[config.mk]
export PLATFORM = sky130hd
export DESIGN_NAME = inverter
export DESIGN_NICKNAME = d
export VERILOG_FILES = /design/src/rtl/inverter_pkg.sv /design/src/rtl/inverter_bit.sv /design/src/rtl/inverter.sv
export SDC_FILE = /design/constraint.sdc
export NUM_CORES = 1
export LEC_CHECK = 0
export CORE_MARGIN = 2
export CORE_UTILIZATION = 43
export DETAILED_ROUTE_END_ITERATION = 6
export PLACE_DENSITY = 0.7
export SKIP_CTS_REPAIR_TIMING = 1
export SLEW_MARGIN = 40
export SYNTH_ARGS = -nofsm -noshare
export SYNTH_HDL_FRONTEND = slang
export SYNTH_SLANG_ARGS = --single-unit
[constraint.sdc]
create_clock -name clk -period 5.25 [get_ports clk]
set_input_delay 1.05 -clock clk [delete_from_list [all_inputs] [get_ports clk]]
set_output_delay 1.05 -clock clk [all_outputs]
set_load 0.1 [all_outputs]
[src/rtl/inverter_pkg.sv]
// Shared defaults for the inverter block: bus width, change-counter width
// and the counter saturation value that goes with the default width.
package inverter_pkg;

    localparam int DEF_WIDTH = 4;
    localparam int DEF_CNT_W = 8;
    localparam logic [DEF_CNT_W-1:0] DEF_CNT_MAX = {DEF_CNT_W{1'b1}};

endpackage : inverter_pkg

[src/rtl/inverter_bit.sv]
// One-bit inverter cell: combinational inverse plus a registered inverse
// that clears on a synchronous active-low reset.
module inverter_bit (
    input  logic clk,
    input  logic rst_n,
    input  logic a,
    output logic y,
    output logic y_q
);

    logic y_q_reg;

    // Combinational path ignores clock and reset; X/Z on a stays X on y.
    assign y = ~a;

    // Registered inverse, one edge of latency.
    always_ff @(posedge clk) begin
        if (!rst_n) begin
            y_q_reg <= 1'b0;
        end else begin
            y_q_reg <= ~a;
        end
    end

    assign y_q = y_q_reg;

endmodule : inverter_bit

[src/rtl/inverter.sv]
// WIDTH-bit inverter with a combinational output, a registered output with a
// sticky valid flag, and input-change statistics (pulse plus saturating
// counter) for activity debug.
module inverter
    import inverter_pkg::*;
#(
    parameter int WIDTH = DEF_WIDTH,
    parameter int CNT_W = DEF_CNT_W
) (
    input  logic             clk,
    input  logic             rst_n,
    input  logic [WIDTH-1:0] a,
    output logic [WIDTH-1:0] y,
    output logic [WIDTH-1:0] y_q,
    output logic             y_vld,
    output logic             a_chg,
    output logic [CNT_W-1:0] chg_cnt
);

    localparam logic [CNT_W-1:0] CNT_MAX = {CNT_W{1'b1}};

    logic             y_vld_reg;
    logic             first_reg;
    logic [WIDTH-1:0] a_prev_reg;
    logic             a_chg_reg;
    logic             a_chg_next;
    logic [CNT_W-1:0] chg_cnt_reg;
    logic [CNT_W-1:0] chg_cnt_next;

    // Data path: one cell per bit, each with its own comb and registered inverse.
    generate
        for (genvar gi = 0; gi < WIDTH; gi++) begin : g_bit
            inverter_bit u_bit (
                .clk   (clk),
                .rst_n (rst_n),
                .a     (a[gi]),
                .y     (y[gi]),
                .y_q   (y_q[gi])
            );
        end
    endgenerate

    // Change detect: the first sample after reset has no predecessor, so it
    // never flags; the counter sticks at its maximum instead of wrapping.
    always_comb begin
        a_chg_next   = 1'b0;
        chg_cnt_next = chg_cnt_reg;
        if (!first_reg) begin
            a_chg_next = (a != a_prev_reg);
        end
        if (a_chg_next && (chg_cnt_reg != CNT_MAX)) begin
            chg_cnt_next = chg_cnt_reg + 1'b1;
        end
    end

    // Status state: valid flag, first-sample marker, previous sample and stats.
    always_ff @(posedge clk) begin
        if (!rst_n) begin
            y_vld_reg   <= 1'b0;
            first_reg   <= 1'b1;
            a_prev_reg  <= '0;
            a_chg_reg   <= 1'b0;
            chg_cnt_reg <= '0;
        end else begin
            y_vld_reg   <= 1'b1;
            first_reg   <= 1'b0;
            a_prev_reg  <= a;
            a_chg_reg   <= a_chg_next;
            chg_cnt_reg <= chg_cnt_next;
        end
    end

    assign y_vld   = y_vld_reg;
    assign a_chg   = a_chg_reg;
    assign chg_cnt = chg_cnt_reg;

endmodule : inverter

Word-level counts from Yosys, hierarchy flattened
Cells that the tools add are included.
Widths: inputs -> output; s select.

storage, ports and cells
  register bits = 19
  input bits = 6
  logic and storage cells = 20
  output and inout port bits = 18

cells by class
  muxes and demuxes = 3
  bitwise gates (word level) = 4
  reductions and logical operators = 1
  equality and inequality tests = 2
  add/subtract/negate cells = 1

operators with widths
  kind                 number
  $add 8x1->8 const B  1
  $ne 8x8->1 const B   1
  $ne 4x4->1           1
  $not 1->1            4
  $mux 1               3
  $logic_and 1x1->1    1

Depth between registers and ports, before layout
Gate-level depths: netlist of run 1.

  depth after elaboration = 3
  depth in mapped cells = 5
  gate-level depth less buffers = 5

Modules after synthesis
From an unflattened synthesis of run 1, not the netlist that was laid out.

unflattened totals
  cell total of the unflattened synthesis = 80
  area total of the unflattened synthesis = 778.2 um^2

by module, submodules not included
  module        sequential area each (um^2)  times used  area an instance (um^2)  cells each
  inverter      300.3                        1           658.1                    68
  inverter_bit  20.0                         4           30.0                     3

Worst setup path after synthesis of run 1
OpenSTA, ideal clock, no wires.

  kind = register to register
  start = register chg_cnt_reg[1] (netlist: chg_cnt[1])
  end = register chg_cnt_reg[6] (netlist: chg_cnt[6])
  period minus slack after synthesis = 2520 ps
  data required time = 5131 ps
  cell stages (with the launch flop) = 6
  arrival = 2400 ps
  setup time = 119 ps
  path slack = 2730 ps
  path buffers = 0
  cells stage by stage = dfxtp_1 ha_1 nand2_1 or3_1 or4b_1 o221a_1

between the ends
  cells in the longest elaborated chain, start to end = 2
  elaborated cells on any way between the ends = 3
  those cells by class = add/sub (1); eq/ne (1); reduce/logical (1)

ends and longest elaborated chain
  element                                              RTL line        text
  from (decl)                                          inverter.sv:27  logic [CNT_W-1:0] chg_cnt_reg;
  from (signal assigned)                               inverter.sv:69  chg_cnt_reg <= chg_cnt_next;
  branches (longest 2 deep; another with $add 8x1->8)  n/a

Several ways; the timed one is not identified.
A chain may end at the register's enable or synchronous reset.

Final worst setup path of run 1
  start = input a[2]
  end = output y[2]

between the ends
  cells in the longest elaborated chain, start to end = 1

ends and longest elaborated chain
  element      RTL line            text
  from (decl)  inverter.sv:12      input logic [WIDTH-1:0] a,
  $not 1->1    inverter_bit.sv:14  assign y = ~a;
  to (decl)    inverter.sv:13      output logic [WIDTH-1:0] y,

Every way passes these cells.

==> results.md, run 1 <==
* Number of setup violations in the final report at 0
* Pre-CTS setup slack at 2170 ps
* Area of the multi-input gates at 354.1 µm²
* Outcome: complete, no violations
* Synthesized area per cell at 9.064 µm²
* Maximum number of pins on one net before global-route repair at 17
* Count of buffers from port buffering at 23
* Number of top-level design ports at 24
* Post-placement cell area at approximately 900 µm²
* Max-cap check violation count at 0
* Ordered cell list for the critical path: clkdlybuf4s50_1 > inv_1 > buf_2
* Cells after Synth at 90
* Final max-slew violation count at 0
* Number of iterations in the first detailed-routing pass at 4
* Highest-count cells in the layout ignoring fill and taps: 19 x sky130_fd_sc_hd__dfxtp_1, 18 x sky130_fd_sc_hd__buf_2, 11 x sky130_fd_sc_hd__nand2_1, 9 x sky130_fd_sc_hd__nor2_1, 6 x sky130_fd_sc_hd__mux2i_1
* Clock transition at the register clock pins on the worst setup and hold paths after CTS at 110 ps
* Antenna violations before repair at 0
* Start-to-end type of the worst setup path: in -> out
* RSZ-0062 raised after global routing: no
* Design Power at 0.0002978 W
* Maximum level of the CTS H-tree at 1
* Remaining routing DRC violations at 0
* WP data required at roughly 4200 ps
* Total clock buffers created by CTS at 3
* Worst-skew pair later-pin latency at just under 300 ps
* Clock tree buffer depth at 2
* Final design area excluding fillers at 955.9 µm²
* Most frequent standard cell in the layout excluding fill and tap cells: sky130_fd_sc_hd__dfxtp_1
* Sequential element share of the synthesized area at 46.63%
* Synth warn at 0
* Peak ir drop on the vdd network at 0.1814 mV
* Type of origin of the critical path: input port
* Kind of cell with the highest combined delay on the critical path: buffers and inverters
* Netlist area before placement at 815.8 µm²
* Filler Cell Count at 178
* Overall die area at 2261 µm²
* Cell at the root of the clock tree: sky130_fd_sc_hd__clkbuf_4
* Placeable Area at approximately 1800 µm²
* Final WL at 1422 µm
* P per Cell Area at 311.5 nW/µm²
* Tmin final at 3076 ps
* Cell leakage power at 0.4321 nW
* Worst Max-Slew Pin Slew at 570.3 ps
* Total Routing Usage GR at 14.43%
* Vias per inst at 4.720
* Post-route setup TNS at 0 ps
* Number of core rows at 15
* Worst min-delay path category: reg -> reg
* Layout Area Growth over Synthesis at 17.18%
* Biggest fanout along the worst timing path at 3
* CTS tree: yes
* Clock Sinks at 19
* Overflow left after global routing at 0
* Inserted Diodes at 0
* Post-detailed-route wirelength per cell at 10.77 µm
* Vertical die dimension at 47.56 µm
* Number of flip-flops under the largest register name at 8
* Synthesized flop and latch total at 19
* Count of final hold-check violations at 0
* Number of nets produced by synthesis at slightly below 100
* Setup slack after layout at 2174 ps
* Buffers and inverters on the worst path at 3
* Largest stage delay, worst path at about 450 ps
* Cell variety after synth at 24
* Final cycle utilization of the critical path at around three fifths
* Post-route antenna net violation count at 0
* FMAX at 0.3251 GHz
* Total number of vias at 623
* Nature of the critical path endpoint: output port
* Number of nets in the layout at about 120
* Arrival time worst endpoint at 2030 ps
* Max_slew headroom at 61.86%
* Number of global-route vias before repair at 521
* Setup skew after layout at 4.457 ps
* Sequential cell area at 380.4 µm²
* CP max stage cell: sky130_fd_sc_hd__clkdlybuf4s50_1
* Estimated wirelength of the detail-placed design at 1009 µm
* Share of cells above drive strength 1 at 23.36%
* Die span in x at roughly 48 µm
* First-pass GRT wire length at 2290 µm
* Starting density of the core at approximately 46%
* DRT iter0 DRCs at 14
* Hold Slack at 498.3 ps
* Placer Congestion at 0.7252
==> area by class of cell <==
type | instances | share of cell area [%]
Sequential cell | 19 | 39.79
Multi-Input combinational cell | 55 | 37.04
Timing Repair Buffer | 23 | 14.66
Tap cell | 25 | 3.272
Clock buffer | 3 | 2.356
Inverter | 6 | 2.356
Clock inverter | 1 | 0.5236
==> through the flow <==
step           util, %  cells
6_report         54.18    132
5_1_grt          54.18    132
4_1_cts          53.69    132
3_5_place_dp     52.13    128
3_3_place_gp     57.23    128
2_1_floorplan        -     90
==> final timing paths <==
path / to / depth (start not counted) / start / slack, ps
setup / recovery: y[2] / 3 / a[2] / 2170
hold reg to reg: chg_cnt[1] / 2 / chg_cnt[1] / 500
hold / removal: chg_cnt[1] / 2 / chg_cnt[1] / 500
setup reg to reg: chg_cnt[6] / 5 / chg_cnt[0] / 3420
==> worst reg2reg max path, stage by stage (launching register included) <==
cell and delay, ps:
sky130_fd_sc_hd__dfxtp_1 410, sky130_fd_sc_hd__ha_1 230, sky130_fd_sc_hd__nand2_1 80, sky130_fd_sc_hd__or3_1 330, sky130_fd_sc_hd__or4b_1 470, sky130_fd_sc_hd__o221a_1 230
==> routing by layer <==
| layer | share of wire (%) | global-route usage (%) | vias to the layer above |
|---|---|---|---|
| met4 | 0.84 | 6.486 | 0 |
| met1 | 49 | 21.56 | 284 |
| met5 | 0 | 0 | - |
| li1 | - | - | 326 |
| met3 | 3.5 | 3.396 | 2 |
| met2 | 46 | 19.46 | 11 |
==> synthesized netlist by cell type, drive strengths merged <==
master   n  area, µm²
or4      1      7.510
or3      2      12.51
nor2     9      33.78
nand4    1      6.260
clkbuf   1      3.750
xor2     4      35.03
nand2   11      41.29
nand2b   4      25.02
dfxtp   19      380.4
inv      6      22.52
buf      9      63.81
mux2i    6      60.06
nor4b    1      8.760
nand3    3      15.01
o211a    1      10.01
nor4     3      25.02
or4b     1      10.01
o221a    1      11.26
nor3     5      25.02
or2      1      6.260
ha       1      12.51
==> cells by family after synthesis <==
group                    Yosys count  share of synthesized area (%)
AO/OA/AOI/OAI                      2                          2.607
buffers and inverters             16                          11.04
XOR/XNOR                           4                          4.294
multiplexers                       6                          7.362
adder cells (fa/ha/maj)            1                          1.533
AND/OR/NAND/NOR                   42                          26.53
flip-flops                        19                          46.63
==> power breakdown <==
| part | switching [W] | internal (W) | total (W) |
|---|---|---|---|
| clock | 0.0000443 | 0.0000283 | 0.0000726 |
| sequential | 0.00000409 | 0.000150 | 0.000155 |
| combinational | 0.0000573 | 0.0000133 | 0.0000706 |
| total | 0.000106 | 0.000192 | 0.000298 |
Note: power is estimated with default switching activity, not from simulation.
==> run 2, diff against run 1 <==
--- a/config.mk
+++ b/config.mk
@@ -6,9 +6,9 @@
 export NUM_CORES = 1
 export LEC_CHECK = 0
 export CORE_MARGIN = 2
-export CORE_UTILIZATION = 43
+export CORE_UTILIZATION = 40
 export DETAILED_ROUTE_END_ITERATION = 6
-export PLACE_DENSITY = 0.7
+export PLACE_DENSITY = 0.68
 export SKIP_CTS_REPAIR_TIMING = 1
 export SLEW_MARGIN = 40
 export SYNTH_ARGS = -nofsm -noshare
==> constraint.sdc (replaced) <==
create_clock -name clk -period 2.81 [get_ports clk]
set_input_delay 0.562 -clock clk [delete_from_list [all_inputs] [get_ports clk]]
set_output_delay 0.562 -clock clk [all_outputs]
set_load 0.1 [all_outputs]
==> results.md, run 2 (same netlist as run 1, synthesis figures left out) <==
* Outcome: complete, no violations
* Buffers and inverters on the worst path at 2 (-1)
* Max_slew headroom at 62.93% (+1.1 points)
* Post-placement cell count at 131 (+2.3%)
* Overflow left after global routing at 0 (unchanged)
* Kind of cell with the highest combined delay on the critical path: buffers and inverters
* Die span in x at 49.16 µm (+3.4%)
* Cell leakage power at 0.4600 nW (+6.5%)
* Tmin final at 1962 ps
* Highest-count cells in the layout ignoring fill and taps: 19 x sky130_fd_sc_hd__dfxtp_1, 15 x sky130_fd_sc_hd__buf_4, 11 x sky130_fd_sc_hd__nand2_1, 9 x sky130_fd_sc_hd__nor2_1, 6 x sky130_fd_sc_hd__mux2i_1
* Combinational power share at 25.5% (+1.8 points)
* Number of setup violations in the final report at 0 (unchanged)
* Switching power share of the total at 34.35% (-1.2 points)
* Ordered cell list for the critical path: clkdlybuf4s50_1 > xor2_1 > nor4_2 > buf_4 > or4_1 > o211a_1
* Total clock buffers created by CTS at 3 (unchanged)
* FF-to-FF End: chg_cnt[6]
* Largest stage delay, worst path at 510 ps (+60 ps)
* Worst Max-Slew Pin Slew at 554.2 ps (-16.10 ps)
* Cell at the root of the clock tree: sky130_fd_sc_hd__clkbuf_4
* Share of cells above drive strength 1 at 24.07% (+0.71 points)
* Worst setup path end: chg_cnt[7]
* Maximum number of pins on one net before global-route repair at 17 (unchanged)
* Final cycle utilization of the critical path at between 60% and 70%
* Max-cap check violation count at 0 (unchanged)
* Starting density of the core at 42.01% (-4.2 points)
* Hold Slack at 500.3 ps (+2.030 ps)
* Worst min-delay path category: reg -> reg
* Cell internal power dissipation at 0.0003730 W (+94%)
* Worst-skew pair later-pin latency at 290 ps (about the same)
* Sequential share of power at 50.9% (-1.0 points)
* Part of the total power dissipated in the clock network at 23.6% (-0.8 points)
* Number of iterations in the first detailed-routing pass at 3 (-1)
* Most frequent standard cell in the layout excluding fill and tap cells: sky130_fd_sc_hd__dfxtp_1
* Number of core rows at 16 (+1)
* Total number of vias at 651 (+4.5%)
* Antenna violations before repair at 0 (unchanged)
* P per Cell Area at 539.9 nW/µm² (+73%)
* Nature of the critical path endpoint: register
* Peak ir drop on the vdd network at 0.3123 mV (+72%)
* Arrival time worst endpoint at 2150 ps (+120 ps)
* Setup skew after layout at 0.5696 ps (-3.887 ps)
* Routed wl met2 at 649 µm (-1.5%)
* RSZ-0062 raised after global routing: no
* Final WL at 1388 µm (-2.4%)
* Number of flip-flops under the largest register name at 8 (unchanged)
* WP data required at 3000 ps (-1200 ps)
* Crit path launch: a[2]
* Layout Area Growth over Synthesis at 28.99%
* Detailed route wirelength on metal3 at 58 µm (+16%)
* Type of origin of the critical path: input port
* Number of top-level design ports at 24 (unchanged)
* Remaining routing DRC violations at 0 (unchanged)
* Critical path depth at 6 (+3)
* Post-route setup TNS at 0 ps (unchanged)
* Estimated wirelength of the detail-placed design at 1043 µm (+3.4%)
* Post-placement cell area at 1025 µm² (+11%)
* Wire length the detailed router placed on met1 at 656 µm (-6.2%)
* First-pass GRT wire length at 2421 µm (+5.7%)
* Biggest fanout along the worst timing path at 10 (+7)
* Placeable Area at 1942 µm² (+10%)
* Clock transition at the register clock pins on the worst setup and hold paths after CTS at 100 ps (about the same)
* Vertical die dimension at 49.16 µm (+3.4%)
* Start-to-end type of the worst setup path: in -> reg
* Depth of the most critical reg-to-reg path at 5 (unchanged)
* CTS tree: yes
* Post-route antenna net violation count at 0 (unchanged)
* Clock Sinks at 19 (unchanged)
* Clock tree buffer depth at 2 (unchanged)
* Overall die area at 2417 µm² (+6.9%)
* Number of nets in the layout at 116 (+0.87%)
* Count of final hold-check violations at 0 (unchanged)
* Sw Pwr at 0.0001951 W (+84%)
* Design Power at 0.0005681 W (+91%)
* Number of global-route vias before repair at 586 (+12%)
* CP max stage cell: sky130_fd_sc_hd__clkdlybuf4s50_1
* Post-detailed-route wirelength per cell at 10.28 µm (-4.6%)
* Final design area excluding fillers at 1052 µm² (+10%)
* Worst R2R Start: chg_cnt[0]
* Total Routing Usage GR at 13.05% (-1.4 points)
* Maximum level of the CTS H-tree at 1 (unchanged)
* DRT iter0 DRCs at 6 (-8)
* Count of buffers from port buffering at 23 (unchanged)
* Vias per inst at 4.822 (+2.2%)
* FMAX at 0.5098 GHz
* Worst reg-to-reg setup slack at 960 ps (-2460 ps)
* Count of placed standard cells in the final layout, fillers left out at 135 (+2.3%)
* Final max-slew violation count at 0 (unchanged)
* Highest metal layer with signal wires: met4
* Inserted Diodes at 0 (unchanged)
* Placer Congestion at 0.7347 (+1.3%)
==> run 2: changes by cell type in the layout (fill, tap and decap cells not counted) <==
cell,change
sky130_fd_sc_hd__buf_12,+4
sky130_fd_sc_hd__buf_2,-18
sky130_fd_sc_hd__buf_4,+15
sky130_fd_sc_hd__nor4_2,+1
sky130_fd_sc_hd__nor4_4,-1
==> run 2: worst min path at each step <==
stage	start	endpoint	slack (ps)	cells past startpoint
finish	chg_cnt[5]	chg_cnt[5]	500	2
detailed placement	chg_cnt[5]	chg_cnt[5]	490	2
global route	chg_cnt[1]	chg_cnt[1]	530	2
floorplan	rst_n	y_vld	590	0
CTS	chg_cnt[5]	chg_cnt[5]	500	2
global placement	chg_cnt[1]	chg_cnt[1]	480	2
==> run 2: tightest hold or removal path, stage by stage (launching register included) <==
cell and delay [ps]:
sky130_fd_sc_hd__dfxtp_1 350, sky130_fd_sc_hd__nand2_1 60, sky130_fd_sc_hd__mux2i_1 50
==> run 2: cell type report <==
class | instances | area (µm²)
clock buffer | 3 | 22.52
clock inverter | 1 | 5.005
fill | 198 | 889.6
inverter | 6 | 22.52
multi-input combinational | 55 | 345.3
sequential | 19 | 380.4
tap | 27 | 33.78
timing repair buffer | 24 | 242.7
==> run 2: power by group through the flow <==
stage	Clock [W]	Combinational [W]	Sequential, W
floorplan	0	0.0000788	0.000329
global placement	0	0.000145	0.000295
detailed placement	0	0.000146	0.000295
CTS	0.000139	0.000146	0.000289
global route	0.000152	0.000152	0.000291
finish	0.000134	0.000145	0.000289
==> run 2: metrics by stage <==
step	setup WS [ps]	util (%)
final	848.3	54.19
after global placement	555.9	52.77
after detailed placement	522.6	52.77
after floorplan	290.4	-
after CTS	840.8	54.19
after global routing	763.0	54.19
==> run 2: routing by layer <==
metal  track usage, %  vias to the layer above
li1                 -                      336
met1            17.76                      302
met2            18.69                       11
met3            2.454                        2
met4            8.571                        0
met5                0                        -
